$ cat config.mk
export PLATFORM = sky130hd
export DESIGN_NAME = kd_node_ctrl
export DESIGN_NICKNAME = d
export VERILOG_FILES = /design/src/rtl/kd_node_pkg.sv /design/src/rtl/kd_child_join.sv /design/src/rtl/kd_node_ctrl.sv
export SDC_FILE = /design/constraint.sdc
export NUM_CORES = 1
export LEC_CHECK = 0
export BUFFER_PORTS_ARGS = -buffer_cell sky130_fd_sc_hd__buf_2
export CAP_MARGIN = 20
export CORE_MARGIN = 2
export CORE_UTILIZATION = 35
export CTS_CLUSTER_SIZE = 24
export DETAILED_ROUTE_END_ITERATION = 12
export GPL_ROUTABILITY_DRIVEN = 0
export SETUP_SLACK_MARGIN = 0.15
export SLEW_MARGIN = 15
export SYNTH_ARGS = -nofsm -noshare
export SYNTH_HDL_FRONTEND = slang
export SYNTH_SLANG_ARGS = --single-unit
$ cat constraint.sdc
create_clock -name clk -period 4.7 [get_ports clk]
set_input_delay 0.94 -clock clk [delete_from_list [all_inputs] [get_ports clk]]
set_output_delay 0.94 -clock clk [all_outputs]
set_load 0.01 [all_outputs]
$ cat src/rtl/kd_node_pkg.sv
// Shared command encodings, controller states and axis helper for kd-tree node controllers.
package kd_node_pkg;

    localparam int unsigned CMD_W = 5;

    localparam logic [CMD_W-1:0] CmdNop                   = 5'd0;
    localparam logic [CMD_W-1:0] CmdRst                   = 5'd1;
    localparam logic [CMD_W-1:0] CmdRstDone               = 5'd2;
    localparam logic [CMD_W-1:0] CmdCenterFill            = 5'd3;
    localparam logic [CMD_W-1:0] CmdConfigureSortAxis     = 5'd4;
    localparam logic [CMD_W-1:0] CmdReceiveCenter         = 5'd5;
    localparam logic [CMD_W-1:0] CmdCenterFillDone        = 5'd6;
    localparam logic [CMD_W-1:0] CmdConfigureSortAxisDone = 5'd7;
    localparam logic [CMD_W-1:0] CmdBusy                  = 5'd8;
    localparam logic [CMD_W-1:0] CmdDne                   = 5'd9;

    typedef enum logic [2:0] {
        StIdle,
        StRstFwd,
        StFill,
        StFillWait,
        StAxis,
        StXchgTop,
        StXchgChild,
        StHold
    } kd_state_e;

    // Axis handed to the next tree level, wrapping dim-1 back to 0.
    function automatic int unsigned next_axis(input int unsigned axis, input int unsigned dim);
        return (axis + 1 >= dim) ? 0 : axis + 1;
    endfunction

endpackage

$ cat src/rtl/kd_child_join.sv
// Sticky completion join over the (up to) two children of a node; absent children count as done.
module kd_child_join #(
    parameter bit LEFT_EN  = 1'b1,
    parameter bit RIGHT_EN = 1'b1
) (
    input  logic clk,
    input  logic rst,
    input  logic active_i,
    input  logic left_hit_i,
    input  logic right_hit_i,
    output logic all_done_o
);

    logic [1:0] done_q, done_d;

    // Marks accumulate while the wait is active and are dropped once it is left.
    always_comb begin
        done_d = active_i ? (done_q | {right_hit_i, left_hit_i}) : 2'b00;
    end

    // A hit in the current cycle already counts, so the parent reacts on the same edge.
    always_comb begin
        all_done_o = active_i
                     && (done_q[0] || left_hit_i  || !LEFT_EN)
                     && (done_q[1] || right_hit_i || !RIGHT_EN);
    end

    // Sticky flag register.
    always_ff @(posedge clk) begin
        if (rst) begin
            done_q <= 2'b00;
        end else begin
            done_q <= done_d;
        end
    end

endmodule

$ cat src/rtl/kd_node_ctrl.sv
// kd-tree node controller: reset propagation, center fill, axis setup and center exchange.
module kd_node_ctrl
    import kd_node_pkg::*;
#(
    parameter int unsigned  DIM         = 3,
    parameter int unsigned  COORD_W     = 8,
    parameter int unsigned  LEFT_N      = 1,
    parameter int unsigned  RIGHT_N     = 1,
    parameter int unsigned  AXIS_ROTATE = 1,
    localparam int unsigned DATA_W      = DIM * COORD_W,
    localparam int unsigned AXIS_W      = (DIM > 1) ? $clog2(DIM) : 1
) (
    input  logic              clk,
    input  logic              rst,
    input  logic [CMD_W-1:0]  command_from_top,
    input  logic [CMD_W-1:0]  command_from_left,
    input  logic [CMD_W-1:0]  command_from_right,
    input  logic [DATA_W-1:0] data_from_top,
    input  logic [DATA_W-1:0] data_from_left,
    input  logic [DATA_W-1:0] data_from_right,
    output logic [CMD_W-1:0]  command_to_top,
    output logic [CMD_W-1:0]  command_to_left,
    output logic [CMD_W-1:0]  command_to_right,
    output logic [DATA_W-1:0] data_to_top,
    output logic [DATA_W-1:0] data_to_left,
    output logic [DATA_W-1:0] data_to_right,
    input  logic              swap_left_req,
    input  logic              swap_right_req,
    output logic [DATA_W-1:0] center,
    output logic [AXIS_W-1:0] sorting_axis,
    output logic              swap_done
);

    localparam bit          LEFT_EN  = (LEFT_N != 0);
    localparam bit          RIGHT_EN = (RIGHT_N != 0);
    localparam int unsigned CNT_W    = $clog2(LEFT_N + RIGHT_N + 2);
    localparam logic [CNT_W-1:0] LEFT_K  = CNT_W'(LEFT_N);
    localparam logic [CNT_W-1:0] SPLIT_K = CNT_W'(LEFT_N + RIGHT_N);

    kd_state_e         state_q, state_d;
    logic [DATA_W-1:0] center_q, center_d;
    logic [AXIS_W-1:0] axis_q, axis_d;
    logic [CNT_W-1:0]  k_q, k_d;
    logic              sel_right_q, sel_right_d;
    logic [CMD_W-1:0]  cmd_top_q, cmd_top_d, cmd_left_q, cmd_left_d, cmd_right_q, cmd_right_d;
    logic [DATA_W-1:0] data_top_q, data_top_d, data_left_q, data_left_d;
    logic [DATA_W-1:0] data_right_q, data_right_d;
    logic              swap_done_q, swap_done_d;

    logic              rst_all_done, fill_all_done, axis_all_done;
    logic              preempt, fill_word;
    logic [AXIS_W-1:0] axis_in, rot_axis;

    assign axis_in  = AXIS_W'(32'(data_from_top[AXIS_W-1:0]) % DIM);
    assign rot_axis = (AXIS_ROTATE != 0) ? AXIS_W'(next_axis(32'(axis_q), DIM)) : axis_q;

    // A top rst restarts the node, except while the rst_done reply is still being held.
    assign preempt   = (command_from_top == CmdRst) && (state_q != StRstFwd)
                       && !((state_q == StHold) && (cmd_top_q == CmdRstDone));
    assign fill_word = (command_from_top == CmdCenterFill)
                       && ((state_q == StIdle) || (state_q == StFill));

    kd_child_join #(.LEFT_EN(LEFT_EN), .RIGHT_EN(RIGHT_EN)) u_rst_join (
        .clk         (clk),
        .rst         (rst),
        .active_i    (state_q == StRstFwd),
        .left_hit_i  (command_from_left == CmdRstDone),
        .right_hit_i (command_from_right == CmdRstDone),
        .all_done_o  (rst_all_done)
    );

    kd_child_join #(.LEFT_EN(LEFT_EN), .RIGHT_EN(RIGHT_EN)) u_fill_join (
        .clk         (clk),
        .rst         (rst),
        .active_i    ((state_q == StFill) || (state_q == StFillWait)),
        .left_hit_i  (command_from_left == CmdCenterFillDone),
        .right_hit_i (command_from_right == CmdCenterFillDone),
        .all_done_o  (fill_all_done)
    );

    kd_child_join #(.LEFT_EN(LEFT_EN), .RIGHT_EN(RIGHT_EN)) u_axis_join (
        .clk         (clk),
        .rst         (rst),
        .active_i    (state_q == StAxis),
        .left_hit_i  (command_from_left == CmdConfigureSortAxisDone),
        .right_hit_i (command_from_right == CmdConfigureSortAxisDone),
        .all_done_o  (axis_all_done)
    );

    // Next-state and next-output logic; channel outputs default to nop/0 every cycle.
    always_comb begin
        state_d      = state_q;
        center_d     = center_q;
        axis_d       = axis_q;
        k_d          = k_q;
        sel_right_d  = sel_right_q;
        cmd_top_d    = CmdNop;
        data_top_d   = '0;
        cmd_left_d   = CmdNop;
        data_left_d  = '0;
        cmd_right_d  = CmdNop;
        data_right_d = '0;
        swap_done_d  = 1'b0;

        unique case (state_q)
            StIdle: begin
                if (command_from_top == CmdCenterFill) begin
                    state_d = StFill;
                end else if (command_from_top == CmdConfigureSortAxis) begin
                    axis_d  = axis_in;
                    state_d = StAxis;
                end else if (command_from_top == CmdReceiveCenter) begin
                    cmd_top_d   = CmdReceiveCenter;
                    data_top_d  = center_q;
                    center_d    = data_from_top;
                    cmd_left_d  = CmdBusy;
                    cmd_right_d = CmdBusy;
                    state_d     = StXchgTop;
                end else if (command_from_top == CmdNop && swap_left_req && LEFT_EN) begin
                    sel_right_d = 1'b0;
                    cmd_left_d  = CmdReceiveCenter;
                    data_left_d = center_q;
                    cmd_top_d   = CmdBusy;
                    state_d     = StXchgChild;
                end else if (command_from_top == CmdNop && swap_right_req && RIGHT_EN) begin
                    sel_right_d  = 1'b1;
                    cmd_right_d  = CmdReceiveCenter;
                    data_right_d = center_q;
                    cmd_top_d    = CmdBusy;
                    state_d      = StXchgChild;
                end
            end
            StRstFwd: begin
                if (rst_all_done) begin
                    center_d  = '0;
                    axis_d    = '0;
                    cmd_top_d = CmdRstDone;
                    state_d   = StHold;
                end else begin
                    cmd_left_d  = CmdRst;
                    cmd_right_d = CmdRst;
                end
            end
            StFill: ;
            StFillWait: begin
                if (fill_all_done) begin
                    cmd_top_d = CmdCenterFillDone;
                    state_d   = StHold;
                end
            end
            StAxis: begin
                if (axis_all_done) begin
                    cmd_top_d = CmdConfigureSortAxisDone;
                    state_d   = StHold;
                end else begin
                    cmd_left_d   = CmdConfigureSortAxis;
                    cmd_right_d  = CmdConfigureSortAxis;
                    data_left_d  = DATA_W'(rot_axis);
                    data_right_d = DATA_W'(rot_axis);
                end
            end
            StXchgChild: begin
                cmd_top_d = CmdBusy;
                if (!sel_right_q) begin
                    if (command_from_left == CmdReceiveCenter) begin
                        center_d    = data_from_left;
                        cmd_top_d   = CmdNop;
                        swap_done_d = 1'b1;
                        state_d     = StIdle;
                    end else begin
                        cmd_left_d  = CmdReceiveCenter;
                        data_left_d = center_q;
                    end
                end else begin
                    if (command_from_right == CmdReceiveCenter) begin
                        center_d    = data_from_right;
                        cmd_top_d   = CmdNop;
                        swap_done_d = 1'b1;
                        state_d     = StIdle;
                    end else begin
                        cmd_right_d  = CmdReceiveCenter;
                        data_right_d = center_q;
                    end
                end
            end
            StXchgTop, StHold: begin
                if (state_q == StXchgTop || command_from_top != CmdNop) begin
                    cmd_top_d    = cmd_top_q;
                    data_top_d   = data_top_q;
                    cmd_left_d   = cmd_left_q;
                    data_left_d  = data_left_q;
                    cmd_right_d  = cmd_right_q;
                    data_right_d = data_right_q;
                    state_d      = StHold;
                end else begin
                    state_d = StIdle;
                end
            end
            default: state_d = StIdle;
        endcase

        // Fill routing by word index: left subtree, then right subtree, then own center.
        if (fill_word) begin
            if (k_q < LEFT_K) begin
                cmd_left_d  = CmdCenterFill;
                data_left_d = data_from_top;
                k_d         = k_q + CNT_W'(1);
            end else if (k_q < SPLIT_K) begin
                cmd_right_d  = CmdCenterFill;
                data_right_d = data_from_top;
                k_d          = k_q + CNT_W'(1);
            end else begin
                center_d = data_from_top;
                k_d      = '0;
                state_d  = StFillWait;
            end
        end

        if (preempt) begin
            center_d     = center_q;
            axis_d       = axis_q;
            k_d          = '0;
            cmd_top_d    = CmdNop;
            data_top_d   = '0;
            data_left_d  = '0;
            data_right_d = '0;
            swap_done_d  = 1'b0;
            if (LEFT_EN || RIGHT_EN) begin
                cmd_left_d  = CmdRst;
                cmd_right_d = CmdRst;
                state_d     = StRstFwd;
            end else begin
                // A leaf has nobody to wait for.
                center_d    = '0;
                axis_d      = '0;
                cmd_left_d  = CmdNop;
                cmd_right_d = CmdNop;
                cmd_top_d   = CmdRstDone;
                state_d     = StHold;
            end
        end

        if (!LEFT_EN) begin
            cmd_left_d  = CmdNop;
            data_left_d = '0;
        end
        if (!RIGHT_EN) begin
            cmd_right_d  = CmdNop;
            data_right_d = '0;
        end
    end

    // State and registered outputs.
    always_ff @(posedge clk) begin
        if (rst) begin
            state_q      <= StIdle;
            center_q     <= '0;
            axis_q       <= '0;
            k_q          <= '0;
            sel_right_q  <= 1'b0;
            cmd_top_q    <= CmdNop;
            data_top_q   <= '0;
            cmd_left_q   <= CmdNop;
            data_left_q  <= '0;
            cmd_right_q  <= CmdNop;
            data_right_q <= '0;
            swap_done_q  <= 1'b0;
        end else begin
            state_q      <= state_d;
            center_q     <= center_d;
            axis_q       <= axis_d;
            k_q          <= k_d;
            sel_right_q  <= sel_right_d;
            cmd_top_q    <= cmd_top_d;
            data_top_q   <= data_top_d;
            cmd_left_q   <= cmd_left_d;
            data_left_q  <= data_left_d;
            cmd_right_q  <= cmd_right_d;
            data_right_q <= data_right_d;
            swap_done_q  <= swap_done_d;
        end
    end

    assign command_to_top   = cmd_top_q;
    assign data_to_top      = data_top_q;
    assign command_to_left  = cmd_left_q;
    assign data_to_left     = data_left_q;
    assign command_to_right = cmd_right_q;
    assign data_to_right    = data_right_q;
    assign center           = center_q;
    assign sorting_axis     = axis_q;
    assign swap_done        = swap_done_q;

endmodule

==> impl_metrics.json <==
{
  "status": "finished clean",
  "crit_path_end_kind": "register",
  "final_cells": 1045,
  "critPathLaunch": "command_from_top[3]",
  "path_class": "in -> reg",
  "die-area_sq_um": 17900,
  "crit_chain": "buf_2 -> nor4b_4 -> nand4_1 -> and3_1 -> nor3_4 -> a211oi_1",
  "cts_setup_buffers": 0,
  "vias": 6121,
  "grt.overflow.total": 0,
  "required_ns": 4.98,
  "power.total_mw": 2.60,
  "grt_pass1_vias": 5661,
  "synth_nets": 734,
  "cts-resized-gates": 0,
  "leakage_nw": 3.00,
  "min_period_ns": 3.16,
  "tightest_slew_ns": 0.994,
  "drt_iter0_markers": 469,
  "antenna_found_initial": 0,
  "drt_pass1_iterations": 8,
  "via_per_inst": 5.86,
  "min_period_over_period_pct": 67.2,
  "ant_nets": 0,
  "worst_hold_slack_ns": 0.433,
  "r2r_slack_ns": 1.59,
  "fin_area_sq_um": 7650,
  "setup_tns_ns": 0,
  "grt_pass1_wl_microns": 32700,
  "drc": 0,
  "fmax_mhz": 317,
  "yosysUniqueCellTypes": 67,
  "regToRegEndpoint": "center[9]",
  "worst-path-buf-inv": 1,
  "setup-violations-final": 0,
  "cts.sink_count": 125,
  "crit_arrival_ns": 3.44,
  "slew_violations": 0,
  "htreeDepth": 4,
  "placed_area_sq_um": 7050,
  "chipWidth_microns": 134,
  "synth_area_leaders": "dfxtp_1, a22oi_1, o2bb2ai_1",
  "ys_seq_area_share_pct": 42.3,
  "nets": 905,
  "crit_fanout": 17,
  "crit_path_start_kind": "input port",
  "synth.ff_latch_count": 125,
  "start_util_pct": 35.8,
  "syn_inst": 641,
  "postCtsHoldBufs": 0,
  "hp-start": "command_to_right[4]",
  "cts_tree": "yes",
  "hp-class": "reg -> reg",
  "power.density_nw_per_um2": 340,
  "wl_microns": 21600,
  "portBuffers": 203,
  "grt_usage_pct": 23.8,
  "diodes": 0,
  "die_y_microns": 134,
  "crit_path_end": "center[9]",
  "synth_edf_count": 0,
  "finalHoldViolCount": 0,
  "path_clk_slew_ns": 0.05,
  "fin_skew_ns": 0.00583,
  "ios": 205,
  "yosys_warnings": 0,
  "grt_max_degree": 45,
  "reg2reg_depth": 6,
  "max_stage_delay_ns": 0.67,
  "synth_ff_type": "dfxtp_1",
  "yosysTopAreaCellShare_pct": 42.3,
  "critPathTopFamily": "simple AND/OR/NAND/NOR gates",
  "worst-path-stages": 6,
  "rows": 47,
  "relSlewSlack_pct": 33.6,
  "core_area_sq_um": 16500,
  "numCtsBuffers": 17,
  "r2r-start": "state_q[0]",
  "syn_to_final_growth_pct": 29.5,
  "dp_hpwl_microns": 14800,
  "async_flop_share_pct": 0,
  "mostFrequentLayoutCell": "buf_2",
  "rsz0062_at_grt": "false",
  "synth_area_sq_um": 5910,
  "insertion_delay_ns": 0.42,
  "cts_buffer_depth": 2,
  "cp_slowest_cell": "and3_1",
  "yosysTopAreaCell": "dfxtp_1",
  "final_cell_mix": "buf_2, dfxtp_1, a21oi_1",
  "root_buffer": "clkbuf_16",
  "dp_cells": 1013,
  "drive_gt1_share_pct": 32.8,
  "cap_violations": 0,
  "syn-mean-instance-area_sq_um": 9.22,
  "wl_per_cell_microns": 20.6,
  "peakVddDrop_mv": 0.256
}
==> metal layers <==
metal  routed length, microns  up-vias  track usage, %  part of all wire, %
met5                        0        -               0                    0
met4                      380        0            9.40                  1.8
met3                     1500       29            5.22                  6.9
met2                     9640      258            36.3                   45
met1                    10100     2966            32.9                   47
li1                         -     2868               -                    -
==> kinds of logic (layout without fill, tap and decap cells) <==
kind of cell / after synthesis / after routing / share of synthesized area, %
flip-flops: 125 / 125 / 42.3
other: 1 / 1 / 0.0635
AND/OR/NAND/NOR: 152 / 152 / 14.2
AO/OA/AOI/OAI: 285 / 285 / 37.1
adder cells (fa/ha/maj): 3 / 3 / 0.593
buffers and inverters: 75 / 259 / 5.63
==> where the power goes <==
part | leakage [nW] | switching, mW | internal (mW)
combinational | 1.69 | 0.120 | 0.0619
clock | 0.295 | 0.469 | 0.872
sequential | 1.01 | 0.0126 | 1.07
total | 3.00 | 0.602 | 2.00
==> synthesized netlist by cell type, types with 2 or more instances <==
cell type,n
o2bb2ai_1,48
and3_1,2
clkbuf_1,31
a22oi_1,60
a21oi_1,66
buf_1,7
nand2_1,46
buf_2,20
nand2b_1,10
buf_6,2
o41ai_1,6
dfxtp_1,125
inv_1,11
ha_1,2
a211oi_1,12
a21o_1,5
and3b_1,2
nor3_1,12
nand3b_1,3
a41oi_1,2
nor3b_2,2
nor2_1,14
nand3_1,31
buf_4,3
a22o_1,24
or3_1,3
a2111oi_0,2
o21ai_0,3
nand4_1,3
o41ai_2,10
o31ai_1,3
nor4_1,3
a221oi_1,4
and4_1,2
a31oi_1,9
or2_2,3
nor3b_1,3
a311oi_1,18
==> tightest hold or removal path, delay by kind of cell (launching register included) <==
family / cells / cell delay, ns
flops: 1 / 0.31
simple gates: 2 / 0.08
==> per-stage QoR <==
step | setup slack, ns | util (%)
after floorplan | 2.06 | -
after global routing | 1.32 | 46.3
final | 1.54 | 46.3
after global placement | 1.22 | 42.6
after detailed placement | 1.13 | 42.7
after CTS | 1.57 | 46.3
==> worst min path at each step <==
stage          slack [ns]  cells after the start                   to
2_1_floorplan        0.45                      2   command_to_left[4]
3_3_place_gp         0.42                      2  command_to_right[4]
3_5_place_dp         0.42                      2  command_to_right[4]
4_1_cts              0.43                      2  command_to_right[4]
5_1_grt              0.46                      2   command_to_left[4]
6_report             0.43                      2  command_to_right[4]
==> state kept, by name, summed over array words and instances (netlist names) <==
name	flops
command_to_top	4
swap_done	1
state_q	3
data_to_top	24
u_fill_join.done_q	2
command_to_left	5
sel_right_q	1
command_to_right	5
k_q	2
data_to_right	24
sorting_axis	2
center	24
u_rst_join.done_q	2
data_to_left	24
u_axis_join.done_q	2
==> cell type report <==
class | instances | area, sq um
multi-input combinational | 441 | 3120
timing repair buffer | 215 | 1110
tap | 220 | 275
fill | 1659 | 8870
clock buffer | 25 | 485
sequential | 125 | 2500
inverter | 12 | 45.0
clock inverter | 7 | 110
Power figures use the tool's default switching activity.
